--- src/rtl/bcd_convert_ctrl.sv ---
// Sequential binary-to-BCD converter (shift-and-add-3, one bit per clock)
// with valid/ready handshakes on the operand and result sides.
module bcd_convert_ctrl #(
    parameter int WIDTH  = 9,
    parameter int DIGITS = 3
) (
    input  logic                  CLK,
    input  logic                  RST_N,
    input  logic [WIDTH-1:0]      BINARY,
    input  logic                  IN_VALID,
    output logic                  IN_READY,
    output logic [4*DIGITS-1:0]   BCD,
    output logic                  OUT_VALID,
    input  logic                  OUT_READY,
    output logic                  BUSY
);

    localparam int CNT_W = (WIDTH > 1) ? $clog2(WIDTH) : 1;

    function automatic longint unsigned pow10(input int unsigned n);
        longint unsigned p = 64'd1;
        for (int unsigned i = 0; i < n; i++) p = p * 64'd10;
        return p;
    endfunction

    localparam longint unsigned MAX_BIN = (64'd1 << WIDTH) - 64'd1;

    generate
        if (pow10(DIGITS) <= MAX_BIN) begin : g_digits_check
            $error("bcd_convert_ctrl: DIGITS too small for WIDTH");
        end
    endgenerate

    typedef enum logic [1:0] {
        IDLE,
        CONV,
        HOLD
    } state_t;

    state_t                state;
    state_t                state_next;
    logic [WIDTH-1:0]      bin_sr;
    logic [4*DIGITS-1:0]   bcd_sr;
    logic [4*DIGITS-1:0]   bcd_step;
    logic [4*DIGITS-1:0]   bcd_q;
    logic [CNT_W-1:0]      cnt;
    logic                  last_step;
    logic [3:0]            top_dig;
    logic [2:0]            top_adj;

    assign last_step = (cnt == CNT_W'(WIDTH - 1));

    always_ff @(posedge CLK or negedge RST_N) begin
        if (!RST_N) state <= IDLE;
        else        state <= state_next;
    end

    always_comb begin
        state_next = state;
        case (state)
            IDLE:    if (IN_VALID)  state_next = CONV;
            CONV:    if (last_step) state_next = HOLD;
            HOLD:    if (OUT_READY) state_next = IDLE;
            default: state_next = IDLE;
        endcase
    end

    // Top digit's adjusted bit 3 is shifted out; the DIGITS rule keeps it zero,
    // so only its low three bits are carried into the shifted result.
    assign top_dig = bcd_sr[4*DIGITS-1 -: 4];
    assign top_adj = (top_dig >= 4'd5) ? top_dig[2:0] + 3'd3 : top_dig[2:0];

    always_comb begin
        bcd_step = '0;
        for (int unsigned k = 0; k + 1 < DIGITS; k++) begin
            bcd_step[4*k+1 +: 4] = (bcd_sr[4*k +: 4] >= 4'd5)
                                 ? bcd_sr[4*k +: 4] + 4'd3
                                 : bcd_sr[4*k +: 4];
        end
        bcd_step[4*DIGITS-1 -: 3] = top_adj;
        bcd_step[0]               = bin_sr[WIDTH-1];
    end

    always_ff @(posedge CLK or negedge RST_N) begin
        if (!RST_N) begin
            bin_sr <= '0;
            bcd_sr <= '0;
            bcd_q  <= '0;
            cnt    <= '0;
        end else begin
            case (state)
                IDLE: begin
                    if (IN_VALID) begin
                        bin_sr <= BINARY;
                        bcd_sr <= '0;
                        cnt    <= '0;
                    end
                end
                CONV: begin
                    bcd_sr <= bcd_step;
                    bin_sr <= bin_sr << 1;
                    cnt    <= cnt + 1'b1;
                    if (last_step) bcd_q <= bcd_step;
                end
                default: ;
            endcase
        end
    end

    assign IN_READY  = (state == IDLE);
    assign OUT_VALID = (state == HOLD);
    assign BUSY      = (state == CONV);
    assign BCD       = bcd_q;

endmodule

--- config.mk ---
export PLATFORM = sky130hd
export DESIGN_NAME = bcd_convert_ctrl
export DESIGN_NICKNAME = d
export VERILOG_FILES = /design/src/rtl/bcd_convert_ctrl.sv
export SDC_FILE = /design/constraint.sdc
export NUM_CORES = 1
export LEC_CHECK = 0
export BUFFER_PORTS_ARGS = -buffer_cell sky130_fd_sc_hd__buf_4
export CAP_MARGIN = 5
export CORE_UTILIZATION = 51
export CTS_CLUSTER_SIZE = 25
export DETAILED_ROUTE_END_ITERATION = 8
export HOLD_SLACK_MARGIN = 0.03
export PLACE_DENSITY = 0.75
export SLEW_MARGIN = 0
export SYNTH_ARGS = -nofsm -noshare
export SYNTH_HDL_FRONTEND = slang
export SYNTH_SLANG_ARGS = --single-unit
--- constraint.sdc ---
create_clock -name CLK -period 1.5 [get_ports CLK]
set_clock_uncertainty 0.1 [all_clocks]
set_input_delay 0.075 -clock CLK [delete_from_list [all_inputs] [get_ports CLK]]
set_output_delay 0.075 -clock CLK [all_outputs]
set_load 0.005 [all_outputs]
**Word-level counts from Yosys, hierarchy flattened**

Index checks and enable logic that the tools add are counted.

- Register bits after elaboration: 39
- Bits of input ports: 13
- Output and inout bits: 15

- Add/subtract/negate cells: 4
- Order comparisons: 3
- Equality and inequality tests: 6
- Mux-type cells: 13
- Reduce and logical (&&, ||, !) cells: 5

Operator list:

| operator | count |
|---|---|
| $pmux W12 S2 | 1 |
| $pmux W9 S2 | 1 |
| $ge A4 B3 Y1 const B | 3 |
| $mux W12 | 1 |
| $mux W4 | 3 |
| $mux W9 | 1 |
| $add A4 B2 Y4 const B | 2 |
| $pmux W4 S2 | 1 |
| $mux W2 | 3 |
| $pmux W2 S3 | 1 |
| $add A4 B1 Y4 const B | 1 |
| $eq A4 B4 Y1 const B | 1 |
| $ne A2 B1 Y1 const B | 2 |
| $reduce_and A2 Y1 | 2 |
| $add A3 B2 Y3 const B | 1 |
| $mux W3 | 1 |
| $reduce_and A3 Y1 | 1 |
| $eq A2 B1 Y1 const B | 1 |
| $eq A2 B2 Y1 const B | 1 |
| $logic_not A2 Y1 | 1 |
| $ne A2 B2 Y1 const B | 1 |
| $reduce_bool A2 Y1 | 1 |

**Depth between registers and ports, before layout**

- Depth after elaboration: 3
- Mapped depth: 7
- Gate-level depth less buffers: 6

**Worst setup path before layout**

No wires, ideal clock.

- Path type: register to register
- Start point: register state[1]
- End point: register bcd_q[0], in the netlist BCD[0]
- Setup time: 0.125 ns
- Arrival time: 1.386 ns
- Required time: 1.275 ns
- Setup slack: -0.111 ns
- Cell stages (with the launch flop): 5
- Path buffers: 1
- Period minus slack after synthesis: 1.611 ns
- Cell sequence: dfrtp_1 nand2b_1 buf_6 nor3_4 mux2_2

- Longest elaborated chain between the ends: 2

Ends and longest elaborated chain:

| what | line | text |
|---|---|---|
| start: declaration | 40 | `state_t state;` |
| start signal: assignment | 55 | `else state <= state_next;` |
| $eq A2 B1 Y1 | 91 | `case (state)` |
| $reduce_and A2 Y1 (no line) | n/a |  |
| end signal: assignment | 103 | `if (last_step) bcd_q <= bcd_step;` |
| end: declaration | 45 | `logic [4*DIGITS-1:0] bcd_q;` |

No other way between the ends.
A chain may end at the register's enable or synchronous reset.

**Worst setup path in the final report**

- Start point: register bcd_sr[4]
- End point: register bcd_q[6], in the netlist BCD[6]

- Longest elaborated chain between the ends: 2
- Elaborated cells on any way between the ends: 3
- Classes of those cells: add/sub: 1; order compare: 1; mux: 1

Ends and longest elaborated chain:

| what | line | text |
|---|---|---|
| start: declaration | 43 | `logic [4*DIGITS-1:0] bcd_sr;` |
| start signal: assignment | 100 | `bcd_sr <= bcd_step;` |
| $add A4 B2 Y4 or $ge A4 B3 Y1 (tied branches) | 77, 76 |  |
| $mux W4 * | 77 | `? bcd_sr[4*k +: 4] + 4'd3` |

Every way passes the cells marked *; elsewhere a longest branch is shown, timed or not.

==> summary.md <==
| Metric | Value |
|---|---|
| Area Growth Syn to Fin | `43.5%` |
| First-pass detailed-route iteration total | `4` |
| Rel. slew slack | `67.4%` |
| Clock net sink count | `39` |
| Initial antenna violation count | `0` |
| Clock Latency Late Sink | `290 ps` |
| CTS Buffer Depth | `2` |
| Global route overflow | `0` |
| Vias in the first global route | `1679` |
| VDD IR max | `between 1000 and 1500 uV` |
| Setup WS post-layout | `-41.7 ps` |
| Reg2Reg Launch Point | `bcd_sr[4]` |
| Critical Path RT | `1640 ps` |
| CP Class | `register to register` |
| Non-filler cells, final | `approximately 300` |
| Synth area leader | `dfrtp_1` |
| Initial cell density of the core | `55.6%` |
| Post-route DRC | `0` |
| Seq/Total Area, Yosys | `50.6%` |
| Maximum fanout along the worst path | `3` |
| ANT cells | `0` |
| Period utilization | `103%` |
| Area share of the largest cell type after synthesis | `50.6%` |
| RSZ-0062 raised after global routing | `yes` |
| EDFF count, synth | `0` |
| Ys flop type | `dfrtp_1` |
| Register-to-Register Path Depth | `5` |
| CTS Root Cell | `clkbuf_8` |
| Syn Area/Cell | `between 10 and 15 sq um` |
| First-pass GRT wire length | `7770 um` |
| H-tree Lvls | `2` |
| Post-layout min period | `roughly 1500 ps` |
| DR vias | `1626` |
| Routed wire length | `roughly 4500 um` |
| Worst Hold Launch | `IN_VALID` |
| Final setup viols | `9` |
| Final Max Tran Viols | `0` |
| Synth Register Bits | `39` |
| FILL cells | `roughly 220` |
| Worst-margin pin slew | `489 ps` |
| Syn Nets | `just over 200` |
| Leak | `1.27 nW` |
| Avg Vias per Cell | `5.44` |
| FMAX | `0.649 GHz` |
| Async set-reset flop share out of synthesis | `100%` |
| Total GRT Usage | `about a quarter` |
| I/O pins | `28` |
| Pin count of the biggest net entering global routing | `40` |
| Detailed placement HPWL | `2920 um` |
| Final #Nets | `273` |
| Die area | `approximately 4000 sq um` |
| Sink of the worst hold path | `bin_sr[8]` |
| PortBufs | `27` |
| CTS tree | `done` |
| RePlAce Congestion | `roughly 0.81` |
| Startpoint Class | `register` |
| Setup Total Neg Slack | `-244 ps` |
| CP endpoint kind | `register` |
| Synth warnings | `0` |
| Cells after Synth | `around 190` |
| Worst Hold Depth | `4` |
| Fin. Hold Viols | `0` |
| Area contributors post-synth | `dfrtp_1 (51%), a21oi_1 (6.0%), ha_1 (5.2%)` |
| Top-count cell post-synth | `dfrtp_1` |
| Fraction of layout cells with a size suffix above 1 | `39.9%` |
| Placed cell count | `between 200 and 300` |
| Failing checks | `negative setup slack` |
| Rows | `21` |
| Power per cell area | `2290 nW/um^2` |
| Post-synth cell types | `23` |
| Commonest cells post-synth | `dfrtp_1 (39), a21oi_1 (23), o21ai_0 (17)` |
| Crit Reg-Reg Endpoint | `BCD[6]` |
| Core outline area | `3470 sq um` |
| Clock slew at reported path FFs | `80 ps` |
| Die X | `~63 um` |
| Clock buffer count from CTS | `5` |
| Initial drt markers | `between 50 and 60` |
| Syn Std Cell Area | `1930 sq um` |
| R2R setup slack | `-40 ps` |
| WL/cell | `around 15 um` |
| Outcome | `finished with violations` |
| Worst EP arrival | `1680 ps` |
| Max-cap viol count | `0` |
| Die Ht | `approximately 63 um` |
| Hold WC Path Type | `primary input to register` |
| Final ANT Viol Nets | `0` |
kinds of logic (layout without fill, tap and decap cells):
group	Yosys count	count (layout)	synth area share, %
compound gates	61	61	19.2
simple gates	45	45	12.8
flops	39	39	50.6
buf+inv	19	86	4.54
mux	11	11	6.23
fa+ha+maj	8	8	5.19
xor+xnor	3	3	1.36
registers in the layout, summed over array words and instances (netlist names):
| register | cells |
|---|---|
| cnt | 4 |
| BCD | 12 |
| state | 2 |
| bin_sr | 9 |
| bcd_sr | 12 |
how the worst max path moves through the flow:
stage	slack, ps	from	end
global route	-110	bcd_sr[1]	bcd_sr[2]
detailed placement	-100	bcd_sr[9]	BCD[10]
global placement	-60	bcd_sr[9]	BCD[9]
finish	-40	bcd_sr[4]	BCD[6]
CTS	-30	cnt[0]	BCD[9]
floorplan	-110	cnt[0]	BCD[0]
placed cells by master (no fill, tap or decap), types with 4 or more instances in the layout:
cell type      Yosys  routed
buf_4              0      55
dfrtp_1           39      38
a21oi_1           23      20
o21ai_0           17      15
nor2b_1           11      11
dlygate4sd3_1      0      11
a22o_1            10      10
nor2_1             8       8
a22oi_1            8       8
nand2_1            8       7
inv_2              0       6
mux2_2             8       5
clkbuf_8           0       5
inv_1             10       4
nor3b_1            5       4
nor3_1             4       4
nand3_1            4       4
ha_4               0       4
per-stage QoR:
step	cell area, sq um	total power [W]	hold slack, ps	util, %	worst slack, ps
after global routing	2770	0.00683	126	79.8	-114
after detailed placement	2370	0.00484	-27.1	68.4	-104
final	2770	0.00635	94.5	79.8	-41.7
after floorplan	1940	0.00357	-321	-	-105
after global placement	2370	0.00470	-35.2	68.4	-58.2
after CTS	2680	0.00604	95.4	77.3	-33.6
final cells by class:
| cell class | count | area, sq um | share of cell area [%] |
|---|---|---|---|
| Multi-Input combinational cell | 128 | 1020 | 36.8 |
| Sequential cell | 39 | 977 | 35.3 |
| Clock inverter | 3 | 43.8 | 1.58 |
| Clock buffer | 5 | 68.8 | 2.49 |
| Tap cell | 46 | 57.6 | 2.08 |
| Timing Repair Buffer | 68 | 563 | 20.3 |
| Inverter | 10 | 37.5 | 1.36 |
worst max-delay path, stage by stage (launching register included):
cell and delay (ps):
dfrtp_1 410, ha_2 190, nand2b_4 140, a21oi_4 160
mux2i_2 300, mux2_4 190
what timing repair did:
action                     in CTS  in global routing
setup buffers                   2                  1
setup endpoints to repair      15                 20
hold endpoints to repair       49                  0
pin swaps                       6                  5
gates cloned                    0                  0
gates resized for setup        17                 20
hold buffers                   11                  0
where the power goes:
| group | internal (W) | switching, W |
|---|---|---|
| clock network | 0.000495 | 0.000378 |
| logic | 0.00195 | 0.00156 |
| registers | 0.00154 | 0.000425 |
layer usage:
layer  up-vias  track usage (%)  wire length, um
met1       795             32.3             1950
met3         5             5.98              196
met2        40             42.2             2320
met5         -                0                0
li1        786                -                -
met4         0             5.97               45
Power figures use the tool's default switching activity.
